===== src/rtl/mesh_term_in_fifo.sv =====
// Injection FIFO for one mesh terminal input, with destination header filtering.
// Define MESH_TERM_FIFO_STATS_EN to add saturating push/pop/drop counters.
module mesh_term_in_fifo #(
    parameter int pckg_sz    = 40,
    parameter int fifo_depth = 4,
    parameter int ROWS       = 4,
    parameter int COLUMS     = 4
) (
    input  logic                              clk,
    input  logic                              reset,
    input  logic                              push,
    input  logic [pckg_sz-1:0]                data_in,
    output logic                              full,
    output logic                              pndng,
    output logic [pckg_sz-1:0]                data_out,
    input  logic                              popin,
    output logic [$clog2(fifo_depth+1)-1:0]   count,
    output logic                              overflow,
    output logic                              hdr_err
`ifdef MESH_TERM_FIFO_STATS_EN
    ,
    output logic [15:0]                       push_cnt,
    output logic [15:0]                       pop_cnt,
    output logic [15:0]                       drop_cnt
`endif
);

    localparam int AW = $clog2(fifo_depth);
    localparam int CW = $clog2(fifo_depth+1);

    logic [pckg_sz-1:0] mem [fifo_depth];
    logic [AW-1:0]      wr_ptr;
    logic [AW-1:0]      rd_ptr;
    logic [CW-1:0]      cnt;

    logic [7:0] nxt;
    logic [3:0] row;
    logic [3:0] col;
    logic       hdr_ok;
    logic       pop_eff;
    logic       accept;

    assign nxt = data_in[pckg_sz-1 -: 8];
    assign row = data_in[pckg_sz-9 -: 4];
    assign col = data_in[pckg_sz-13 -: 4];

    // Broadcast packets bypass the destination range check.
    assign hdr_ok = (nxt == 8'hFF) ||
                    ((int'(row) <= ROWS + 1) &&
                     (int'(col) <= COLUMS + 1));

    assign full     = (cnt == CW'(fifo_depth));
    assign pndng    = (cnt != '0);
    assign count    = cnt;
    assign data_out = pndng ? mem[rd_ptr] : '0;

    assign pop_eff = popin & pndng;
    assign accept  = push & hdr_ok & (~full | pop_eff);

    always_ff @(posedge clk) begin
        if (reset && accept) begin
            mem[wr_ptr] <= data_in;
        end
    end

    always_ff @(posedge clk) begin
        if (!reset) begin
            wr_ptr   <= '0;
            rd_ptr   <= '0;
            cnt      <= '0;
            overflow <= 1'b0;
            hdr_err  <= 1'b0;
        end else begin
            if (accept) begin
                wr_ptr <= wr_ptr + AW'(1);
            end
            if (pop_eff) begin
                rd_ptr <= rd_ptr + AW'(1);
            end
            unique case ({accept, pop_eff})
                2'b10:   cnt <= cnt + CW'(1);
                2'b01:   cnt <= cnt - CW'(1);
                default: cnt <= cnt;
            endcase
            hdr_err <= push & ~hdr_ok;
            if (push && hdr_ok && full && !pop_eff) begin
                overflow <= 1'b1;
            end
        end
    end

`ifdef MESH_TERM_FIFO_STATS_EN
    logic drop;
    assign drop = push & ~accept;

    always_ff @(posedge clk) begin
        if (!reset) begin
            push_cnt <= '0;
            pop_cnt  <= '0;
            drop_cnt <= '0;
        end else begin
            if (accept && push_cnt != 16'hFFFF) begin
                push_cnt <= push_cnt + 16'd1;
            end
            if (pop_eff && pop_cnt != 16'hFFFF) begin
                pop_cnt <= pop_cnt + 16'd1;
            end
            if (drop && drop_cnt != 16'hFFFF) begin
                drop_cnt <= drop_cnt + 16'd1;
            end
        end
    end
`endif

endmodule


===== config.mk =====
export PLATFORM = sky130hd
export DESIGN_NAME = mesh_term_in_fifo
export DESIGN_NICKNAME = d
export VERILOG_FILES = /design/src/rtl/mesh_term_in_fifo.sv
export SDC_FILE = /design/constraint.sdc
export NUM_CORES = 1
export LEC_CHECK = 0
export BUFFER_PORTS_ARGS = -buffer_cell sky130_fd_sc_hd__buf_2
export CAP_MARGIN = 0
export CORE_ASPECT_RATIO = 0.5
export CORE_UTILIZATION = 40
export CTS_BUF_LIST = sky130_fd_sc_hd__clkbuf_8
export DETAILED_ROUTE_END_ITERATION = 8
export PLACE_DENSITY_LB_ADDON = 0.12
export SYNTH_ARGS = -nofsm -noshare
export SYNTH_HDL_FRONTEND = slang
export SYNTH_SLANG_ARGS = --single-unit

===== constraint.sdc =====
create_clock -name clk -period 2.46 [get_ports clk]
set_input_delay 0.123 -clock clk [delete_from_list [all_inputs] [get_ports clk]]
set_output_delay 0.123 -clock clk [all_outputs]
set_load 0.1 [all_outputs]

==> flow_metrics.env <==
export IMPL_status="completed"
export IMPL_syn_num_nets=372
export IMPL_path_cells="buf_12, mux4_2, and2_1, buf_12"
export IMPL_hold_path_end="overflow"
export IMPL_via_count=3443
export IMPL_setup_ws_ps=196
export IMPL_worst_skew_pair_late_latency_ps=440
export IMPL_cpPeakStageDelay_ps=560
export IMPL_fin_skew_ps=12.6
export IMPL_ys_warn_count=0
export IMPL_htree_levels=4
export IMPL_ant_nets=0
export IMPL_avgSynthCellArea_um2=20.6
export IMPL_min_from="reset"
export IMPL_clockBufferDepth=2
export IMPL_rsz0062_at_grt="false"
export IMPL_critPathKind="reg2out"
export IMPL_fillers=1194
export IMPL_dp_slack_ps=334
export IMPL_yosysMostFrequentCell="edfxtp_1"
export IMPL_synthArstFlopShare=0
export IMPL_hpwl_mm=8.12
export IMPL_wl_per_cell_um=17.7
export IMPL_cts_tree="yes"
export IMPL_grt_max_degree=43
export IMPL_ioPinCount=91
export IMPL_yosys_area_top_type="edfxtp_1"
export IMPL_synthTopCellsByArea="edfxtp_1 72%, mux4_2 14%, and2_1 4.6%, dfxtp_1 3.3%, ha_1 0.75%"
export IMPL_end_kind="output port"
export IMPL_numClockSinks=171
export IMPL_hp_class="in2reg"
export IMPL_dieArea_mm2=0.0172
export IMPL_slew_viol_final=0
export IMPL_crit_required_ps=2340
export IMPL_r2r_slack_ps=500
export IMPL_drc=0
export IMPL_antenna_found_initial=0
export IMPL_clkTransAtPathRegs_ps=90
export IMPL_die_y_um=93.2
export IMPL_drt_total_wl_mm=12.5
export IMPL_finalWorstPathRequiredPeriod_ps=2260
export IMPL_chipWidth_um=184
export IMPL_ys_types=34
export IMPL_vias_per_cell=4.88
export IMPL_slew_headroom=0.677
export IMPL_critPathBufInv=2
export IMPL_grt_pass1_vias=3740
export IMPL_reg2regPathDepth=8
export IMPL_worst_path_max_delay_cell="dfxtp_4"
export IMPL_path_max_fanout=14
export IMPL_core_mm2=0.0158
export IMPL_setup_viol=0
export IMPL_timing_fmax_ghz=0.442
export IMPL_start_util=0.420
export IMPL_drive_above_1_share=0.386
export IMPL_cts_resized=0
export IMPL_cts_made_buffers=17
export IMPL_synth_ff_type="edfxtp_1"
export IMPL_ys_ff_latch=171
export IMPL_cp_top_family="flip-flops"
export IMPL_start_kind="flop"
export IMPL_place_congestion=0.707
export IMPL_post_cts_setup_buffers=0
export IMPL_layout_area_overhead_vs_synth_pct=34.8
export IMPL_drt_pass1_iter_count=7
export IMPL_rr_endpoint="count[2]"
export IMPL_finalNetCount=520
export IMPL_synth_cells=323
export IMPL_yosysSeqAreaShare=0.756
export IMPL_grt_usage=0.160
export IMPL_synth_common_cells="160 x edfxtp_1, 49 x and2_1, 40 x mux4_2, 11 x dfxtp_1, 8 x clkbuf_1"
export IMPL_drt_initial_drc_count=256
export IMPL_port_buffers=90
export IMPL_arrival_ps=2140
export IMPL_cap_violations=0
export IMPL_tightest_slew_ps=488
export IMPL_rows=32
export IMPL_synth_top_area_frac=0.723
export IMPL_rr_startpoint="count[0]"
export IMPL_clock_root_buffer="clkbuf_8"
export IMPL_min_path_cells=2
export IMPL_syn_area_mm2=0.00665
export IMPL_overflow=0
export IMPL_crit_cells=4
export IMPL_hold_viol_final=0
export IMPL_grt_pass1_wl_mm=20.2
export IMPL_crit_top_cell="buf_12"
export IMPL_num_antenna_cells=0
export IMPL_period_share=0.920
export IMPL_synth_edf_count=160
[worst max-delay path by stage]
stage,to,start,slack [ps]
final,data_out[36],flop,200
after detailed placement,mem[0][5],data_in[30],330
after CTS,data_out[36],flop,100
after global routing,data_out[36],flop,50
after floorplan,mem[0][0],count[2],-130
after global placement,mem[0][6],data_in[30],380
[repair_timing]
item / 4_1_cts / 5_1_grt
endpoints found under the setup margin: 0 / 0
endpoints found under the hold margin: 161 / 0
hold buffers: 41 / 0
[through the flow]
stage                     cells  utilization  hold slack (ps)  TNS (ps)  cell area, um2
after global routing        705        0.567             12.8         0            8960
final                       705        0.567             29.6         0            8960
after global placement      632        0.515              337         0            8150
after floorplan             323            -              222    -20400            6660
after CTS                   705        0.567             2.01         0            8960
after detailed placement    632        0.515              343         0            8150
[registers in the layout, indices dropped and copies added (netlist names), named ones only]
| register | flops |
|---|---|
| mem | 160 |
| count | 3 |
| rd_ptr | 2 |
| wr_ptr | 2 |
| hdr_err | 1 |
| overflow | 1 |
[cell usage in the layout, fill, tap and decap left out, drive strengths merged, types with 2 or more instances in the layout]
master,netlist,routed
dlygate4sd3,0,41
and2,49,49
xnor2,3,3
ha,4,4
clkinvlp,0,3
nor2,4,4
buf,7,103
bufinv,0,2
o21ai,3,3
nand2,8,8
nand4,2,2
edfxtp,160,160
mux4,40,40
nand3,2,2
clkbuf,8,17
clkinv,0,3
dfxtp,11,11
inv,5,12
[cell families (layout without fill, tap and decap cells)]
kind of cell             after synthesis  after routing  share of synthesized area
AND/OR/NAND/NOR                       74             74                     0.0683
multiplexers                          41             41                      0.138
flip-flops                           171            171                      0.756
buffers and inverters                 20            181                     0.0134
adder cells (fa/ha/maj)                5              5                     0.0105
AO/OA/AOI/OAI                          9              9                    0.00998
XOR/XNOR                               3              3                    0.00395
[metal layers]
| layer | routed length, um | part of all wire | vias up | global-route usage |
|---|---|---|---|---|
| met4 | 119 | 0.0095 | 0 | 0.0542 |
| met5 | 0 | 0 | - | 0 |
| li1 | - | - | 1581 | - |
| met1 | 5680 | 0.45 | 1775 | 0.210 |
| met2 | 6240 | 0.50 | 74 | 0.267 |
| met3 | 463 | 0.037 | 13 | 0.0366 |
[area by class of cell]
cell class / count / area, um2 / share of cell area
inverter: 5 / 18.8 / 0.00209
timing repair buffer: 144 / 1690 / 0.188
clock inverter: 15 / 164 / 0.0183
tap: 221 / 277 / 0.0309
multi-input combinational: 132 / 1540 / 0.172
clock buffer: 17 / 234 / 0.0261
sequential: 171 / 5040 / 0.562
Power is left out: the tool's default activity adds up to more than one toggle a clock period on the data nets, which glitch-free logic cannot reach.
